[config.mk]
export PLATFORM = sky130hd
export DESIGN_NAME = btn_conditioner
export DESIGN_NICKNAME = d
export VERILOG_FILES = /design/src/rtl/btn_conditioner.sv
export SDC_FILE = /design/constraint.sdc
export NUM_CORES = 1
export LEC_CHECK = 0
export ABC_AREA = 0
export CAP_MARGIN = 25
export CORE_ASPECT_RATIO = 1.2
export CORE_MARGIN = 3
export CORE_UTILIZATION = 52
export CTS_BUF_LIST = sky130_fd_sc_hd__clkbuf_8
export CTS_CLUSTER_SIZE = 40
export DETAILED_ROUTE_END_ITERATION = 7
export PLACE_DENSITY = 0.71
export SLEW_MARGIN = 20
export SYNTH_ARGS = -nofsm -noshare
export SYNTH_HDL_FRONTEND = slang
export SYNTH_SLANG_ARGS = --single-unit
[constraint.sdc]
create_clock -name clk -period 8.5 [get_ports clk]
set_clock_uncertainty 0.1 [all_clocks]
set_input_delay 1.7 -clock clk [delete_from_list [all_inputs] [get_ports clk]]
set_output_delay 1.7 -clock clk [all_outputs]
set_load 0.1 [all_outputs]
[src/rtl/btn_conditioner.sv]
// Push-button front end: per-channel 2-FF synchroniser, debounce, press/release pulses, toggle and auto-repeat.
// Define LONG_PRESS_EN to build the hold/auto-repeat FSM; otherwise btn_rpt mirrors btn_p.
module btn_conditioner #(
    parameter int N_BTN             = 4,
    parameter int DEB_CYC           = 100000,
    parameter int REPEAT_DELAY_CYC  = 50000000,
    parameter int REPEAT_PERIOD_CYC = 10000000
) (
    input  logic             clk,
    input  logic             reset_p,
    input  logic [N_BTN-1:0] btn,
    output logic [N_BTN-1:0] btn_level,
    output logic [N_BTN-1:0] btn_p,
    output logic [N_BTN-1:0] btn_n,
    output logic [N_BTN-1:0] toggle,
    output logic [N_BTN-1:0] btn_rpt
);

    localparam int CNT_W = (DEB_CYC > 1) ? $clog2(DEB_CYC) : 1;
    localparam logic [CNT_W-1:0] CNT_LAST = CNT_W'(DEB_CYC - 1);

    logic [N_BTN-1:0]            sync1_q, sync2_q;
    logic [N_BTN-1:0]            level_q, level_d;
    logic [N_BTN-1:0]            p_q, p_d;
    logic [N_BTN-1:0]            n_q, n_d;
    logic [N_BTN-1:0]            tog_q, tog_d;
    logic [N_BTN-1:0][CNT_W-1:0] cnt_q, cnt_d;

    // Acceptance happens on the count's last step, so the counter never passes CNT_LAST.
    always_comb begin
        level_d = level_q;
        p_d     = '0;
        n_d     = '0;
        cnt_d   = cnt_q;
        for (int i = 0; i < N_BTN; i++) begin
            if (sync2_q[i] != level_q[i]) begin
                if (cnt_q[i] == CNT_LAST) begin
                    level_d[i] = sync2_q[i];
                    p_d[i]     = sync2_q[i];
                    n_d[i]     = ~sync2_q[i];
                    cnt_d[i]   = '0;
                end else begin
                    cnt_d[i] = cnt_q[i] + 1'b1;
                end
            end else begin
                cnt_d[i] = '0;
            end
        end
        tog_d = tog_q ^ p_d;
    end

    always_ff @(posedge clk or posedge reset_p) begin
        if (reset_p) begin
            sync1_q <= '0;
            sync2_q <= '0;
            level_q <= '0;
            p_q     <= '0;
            n_q     <= '0;
            tog_q   <= '0;
            cnt_q   <= '0;
        end else begin
            sync1_q <= btn;
            sync2_q <= sync1_q;
            level_q <= level_d;
            p_q     <= p_d;
            n_q     <= n_d;
            tog_q   <= tog_d;
            cnt_q   <= cnt_d;
        end
    end

    assign btn_level = level_q;
    assign btn_p     = p_q;
    assign btn_n     = n_q;
    assign toggle    = tog_q;

`ifdef LONG_PRESS_EN
    // state  | meaning
    // IDLE   | button released, timer parked at 0
    // HOLD   | press accepted, timing the initial repeat delay
    // REPEAT | held past the delay, pulsing every repeat period
    localparam logic [1:0] ST_IDLE   = 2'd0;
    localparam logic [1:0] ST_HOLD   = 2'd1;
    localparam logic [1:0] ST_REPEAT = 2'd2;

    localparam int TMR_MAX = (REPEAT_DELAY_CYC > REPEAT_PERIOD_CYC) ? REPEAT_DELAY_CYC : REPEAT_PERIOD_CYC;
    localparam int TMR_W   = (TMR_MAX > 1) ? $clog2(TMR_MAX) : 1;
    localparam logic [TMR_W-1:0] DELAY_LAST  = TMR_W'(REPEAT_DELAY_CYC - 1);
    localparam logic [TMR_W-1:0] PERIOD_LAST = TMR_W'(REPEAT_PERIOD_CYC - 1);

    logic [N_BTN-1:0][1:0]       st_q, st_d;
    logic [N_BTN-1:0][TMR_W-1:0] tmr_q, tmr_d;
    logic [N_BTN-1:0]            rpt_q, rpt_d;

    // Press/release decisions use the same-edge debounce result so btn_rpt lines up with btn_p.
    always_comb begin
        st_d  = st_q;
        tmr_d = tmr_q;
        rpt_d = '0;
        for (int i = 0; i < N_BTN; i++) begin
            case (st_q[i])
                ST_IDLE: begin
                    tmr_d[i] = '0;
                    if (p_d[i]) begin
                        st_d[i]  = ST_HOLD;
                        rpt_d[i] = 1'b1;
                    end
                end
                ST_HOLD: begin
                    if (n_d[i]) begin
                        st_d[i]  = ST_IDLE;
                        tmr_d[i] = '0;
                    end else if (tmr_q[i] == DELAY_LAST) begin
                        st_d[i]  = ST_REPEAT;
                        rpt_d[i] = 1'b1;
                        tmr_d[i] = '0;
                    end else begin
                        tmr_d[i] = tmr_q[i] + 1'b1;
                    end
                end
                ST_REPEAT: begin
                    if (n_d[i]) begin
                        st_d[i]  = ST_IDLE;
                        tmr_d[i] = '0;
                    end else if (tmr_q[i] == PERIOD_LAST) begin
                        rpt_d[i] = 1'b1;
                        tmr_d[i] = '0;
                    end else begin
                        tmr_d[i] = tmr_q[i] + 1'b1;
                    end
                end
                default: begin
                    st_d[i]  = ST_IDLE;
                    tmr_d[i] = '0;
                end
            endcase
        end
    end

    always_ff @(posedge clk or posedge reset_p) begin
        if (reset_p) begin
            st_q  <= {N_BTN{ST_IDLE}};
            tmr_q <= '0;
            rpt_q <= '0;
        end else begin
            st_q  <= st_d;
            tmr_q <= tmr_d;
            rpt_q <= rpt_d;
        end
    end

    assign btn_rpt = rpt_q;
`else
    assign btn_rpt = p_q;
`endif

endmodule
# --- Word-level counts from Yosys, hierarchy flattened ---
# Index checks and enable logic that the tools add are counted.
op_classes:
  n_reduce_logical: 4
  eq_ne: 8
  mux: 24
  n_bitwise: 5
  add_sub_neg: 4
ops:
  columns: ["operator", "n"]
  rows:
  - ["two-way mux 17 bit", 8]
  - ["adder 17 x 1 -> 17 bit, second input constant", 4]
  - ["equality test 17 bit, second input constant", 4]
  - ["two-way mux 1 bit", 16]
  - ["AND reduction 2 bit", 4]
  - ["inequality test 1 bit", 4]
  - ["inverter 1 bit", 4]
  - ["XOR 4 bit", 1]
word_totals:
  output_inout_bits: 20
  ff_bits: 92
  inputBits: 6
  wordCells: 58

# --- Depth between registers and ports, before layout ---
logic_depth:
  word_depth: 4
  depth_mapped: 6
  mapped_depth_nobuf: 5

# --- Worst setup path after synthesis ---
# OpenSTA, ideal clock, no wires.
synth_timing:
  kind: "register to output"
  startpoint: "register p_q[0] (netlist: btn_p[0])"
  endpoint: "output port btn_rpt[0]"
  t_required_ns: 6.700
  arrival_ns: 1.324
  slack_ns: 5.376
  path_buffers: 1
  stages_incl_launch_ff: 2
  cell_sequence: "dfrtp_1 > buf_4"
synth_rtl:
  columns: ["item", "line", "rtl"]
  rows:
  - ["start: declaration", "24", "logic [N_BTN-1:0] p_q, p_d;"]
  - ["start signal: assignment", "65", "p_q <= p_d;"]
  - ["end: declaration", "16", "output logic [N_BTN-1:0] btn_rpt"]
# No word-level cell between the ends.

# --- Worst setup path in the final report ---
layout_timing:
  startpoint: "register level_q[1] (netlist: btn_level[1])"
  endpoint: "output port btn_level[1]"
layout_rtl:
  columns: ["item", "line", "rtl"]
  rows:
  - ["start: declaration", "23", "logic [N_BTN-1:0] level_q, level_d;"]
  - ["start signal: assignment", "64", "level_q <= level_d;"]
  - ["end: declaration", "12", "output logic [N_BTN-1:0] btn_level,"]
# No word-level cell between the ends.

==> results.py <==
metrics = {
    "timing": {
        "tightest_slew_ps": 975,
        "fmax_ghz": 0.268,
        "min_period_ps": 3740,
        "period_share_pct": 43.9,
        "hold_ws_ps": 261,
        "relSlewSlack_pct": 34.8,
        "fin_ws_ps": 4760,
        "rsz0062_at_grt": "false",
        "final.setup.tns_ps": 0,
        "setup_viol": 0,
        "drv_slew": 0,
        "hold_viol_final": 0,
    },
    "synth": {
        "ys_seq_area_share_pct": 52.5,
        "ys_ff_latch": 92,
        "synth_top_area_share_pct": 52.5,
        "ys_warn_count": 0,
        "netlist_instances": 410,
        "syn-num-nets": 420,
        "synth_area_um2": 4380,
        "synthTopCellsByArea": "dfrtp_1, xnor2_1, nor2_1",
        "avgSynthCellArea_um2": 10.7,
        "yosysTopAreaCell": "dfrtp_1",
        "ys_types": 39,
    },
    "layout": {
        "drive_gt1_share_pct": 8.43,
        "fin_area_um2": 4940,
        "fin_nets": 444,
        "final_util_pct": 60.6,
        "fin_cells": 553,
        "area_delta_synth_final_pct": 12.7,
        "fillers": 679,
        "diodes": 0,
    },
    "route": {
        "drcViolationCount": 0,
        "drtAntennaViolNets": 0,
        "first_pass_iters": 5,
        "wl_per_cell_um": 14.3,
        "viasPerCell": 5.56,
        "via_count": 3073,
        "drt_wl_total_um": 7930,
        "drt-initial-drc-count": 135,
    },
    "cts": {
        "clkLatencyLatePin_ps": 360,
        "clkSlewWorstSetupHoldPaths_ps": 90,
        "clkSinkCount": 92,
        "cts_setup_buffers": 0,
        "ctsResizeCount": 0,
        "cts_tree": "built",
        "hold_buffers": 0,
        "cts-root-buf": "clkbuf_8",
        "cts_htree_levels": 3,
        "clockBufferDepth": 2,
        "numCtsBuffers": 9,
    },
    "flow_run": {
        "maxCapViolCount": 0,
    },
    "power": {
        "peakVddDrop_mv": 0.0904,
        "totalPowerFinal_mw": 0.799,
        "p_leak_nw": 2.03,
        "p_per_area_nw_per_um2": 162,
    },
    "global_route": {
        "grt_usage_pct": 17.7,
        "antenna_found_initial": 0,
        "grt_max_degree": 61,
        "grt_pass1_wl_um": 13700,
        "overflow": 0,
        "grt_pass1_vias": 2998,
    },
    "critical_path": {
        "r2r_setup_slack_ps": 6510,
        "cp-end-kind": "output pin",
        "path_max_fanout": 5,
        "worstSetupPathType": "register to output pin",
        "crit_path_top_delay_cell": "clkdlybuf4s50_1",
        "path_buf_inv": 1,
        "worstReg2RegEnd": "cnt_q[16]",
        "slowest_delay_ps": 1160,
        "critPathArrivalTime_ps": 1940,
        "r2r-start": "cnt_q[0]",
        "start_kind": "register",
        "rr_worst_depth": 5,
        "crit_cells": 1,
        "critPathRequiredTime_ps": 6700,
        "crit_path_cell_trace": "clkdlybuf4s50_1",
        "crit_family": "buffers and inverters",
    },
    "placed_design": {
        "hpwlAfterDp_um": 5400,
        "place_area_um2": 4720,
        "place_inst": 537,
        "post-place-ws_ps": 5160,
        "io_buffer_count": 25,
        "finalWeightedCongestion": 0.817,
    },
    "floorplanning": {
        "num_rows": 36,
        "die-area_um2": 9570,
        "initial_utilization_pct": 53.8,
        "io_pins": 26,
        "core_area_um2": 8150,
        "die_y_um": 107,
        "die_w_um": 89.8,
    },
    "outcome": {
        "status": "finished clean",
    },
    "worst_hold_path": {
        "holdPathStages": 0,
        "min_path_type": "register to register",
        "hold_end": "sync2_q[0]",
        "hp-start": "sync1_q[0]",
    },
}
==> cells in the final DEF, fill, tap and decap left out, types with 9 or more instances in the layout <==
cell type,netlist,routed
nand2_1,21,21
clkdlybuf4s50_1,0,25
nand4bb_1,10,10
nand3_1,18,18
nand4_1,19,19
nor4_1,13,13
xor2_1,27,27
dfrtp_1,92,92
xnor2_1,36,36
nor2_1,75,75
clkbuf_8,0,9
nor3_1,14,14
==> per-layer routing <==
layer	vias up	GRT usage, %	wire length [µm]
met2	72	28.9	3860
met5	-	0	0
met1	1507	22.7	3650
met3	13	4.14	289
met4	0	7.67	132
li1	1481	-	-
==> worst max path at each step <==
stage | start | endpoint | slack (ps)
after floorplan | reset_p | btn_level[0] | 4310
after global placement | btn_level[0] | btn_level[0] | 5170
after detailed placement | btn_level[1] | btn_level[1] | 5160
after CTS | btn_level[1] | btn_level[1] | 4740
after global routing | btn_level[0] | btn_level[0] | 4690
final | btn_level[1] | btn_level[1] | 4760
==> cell usage after synthesis (all sizes together) <==
| cell type | n |
|---|---|
| nor3 | 14 |
| a21oi | 5 |
| o41ai | 1 |
| or3b | 1 |
| nor4b | 2 |
| o31ai | 2 |
| nand3 | 21 |
| nor4bb | 1 |
| nor2b | 1 |
| or3 | 5 |
| inv | 4 |
| and4 | 6 |
| or4 | 5 |
| xnor2 | 36 |
| o21ai | 2 |
| nor2 | 75 |
| buf | 14 |
| dfrtp | 92 |
| and3 | 6 |
| nor4 | 13 |
| nand2b | 4 |
| nand4b | 4 |
| nand2 | 24 |
| nor3b | 5 |
| nand4 | 22 |
| xor2 | 27 |
| nand4bb | 10 |
| mux2 | 4 |
| ha | 4 |
==> kinds of logic (layout without fill, tap and decap cells) <==
logic type	count (synthesis)	in the layout	share of synthesized area, %
AND/OR/NAND/NOR	219	219	28.9
AO/OA/AOI/OAI	10	10	1.51
adder cells (fa/ha/maj)	4	4	1.14
XOR/XNOR	63	63	12.6
flip-flops	92	92	52.5
multiplexers	4	4	1.03
buffers and inverters	18	47	2.37
==> flip-flops by register name, indices dropped and copies added, names as in the netlist <==
register and count:
btn_p 4, sync1_q 4, toggle 4, btn_level 4, btn_n 4, cnt_q 68, sync2_q 4
==> layout make-up <==
type	instances	area (µm²)	share of cell area, %
clock buffers	9	124	2.51
inverters	4	16.3	0.329
repair buffers	27	285	5.77
multi-input cells	300	1980	40.0
clock inverters	7	92.6	1.87
flip-flops and latches	92	2300	46.6
well taps	114	143	2.89
==> worst reg2reg max path, stage by stage (launching register included) <==
cell and delay (ps):
dfrtp_1 410, ha_1 270, and4_1 280, nand4b_1 190
nand2_1 470, nor2_1 120
==> power by group <==
part / switching [mW] / leakage (nW) / internal [mW] / total (mW)
clock network: 0.154 / 0.112 / 0.165 / 0.319
registers: 0.00686 / 1.26 / 0.444 / 0.451
logic: 0.0197 / 0.659 / 0.00912 / 0.0288
total: 0.180 / 2.03 / 0.618 / 0.799
Power figures use the tool's default switching activity.
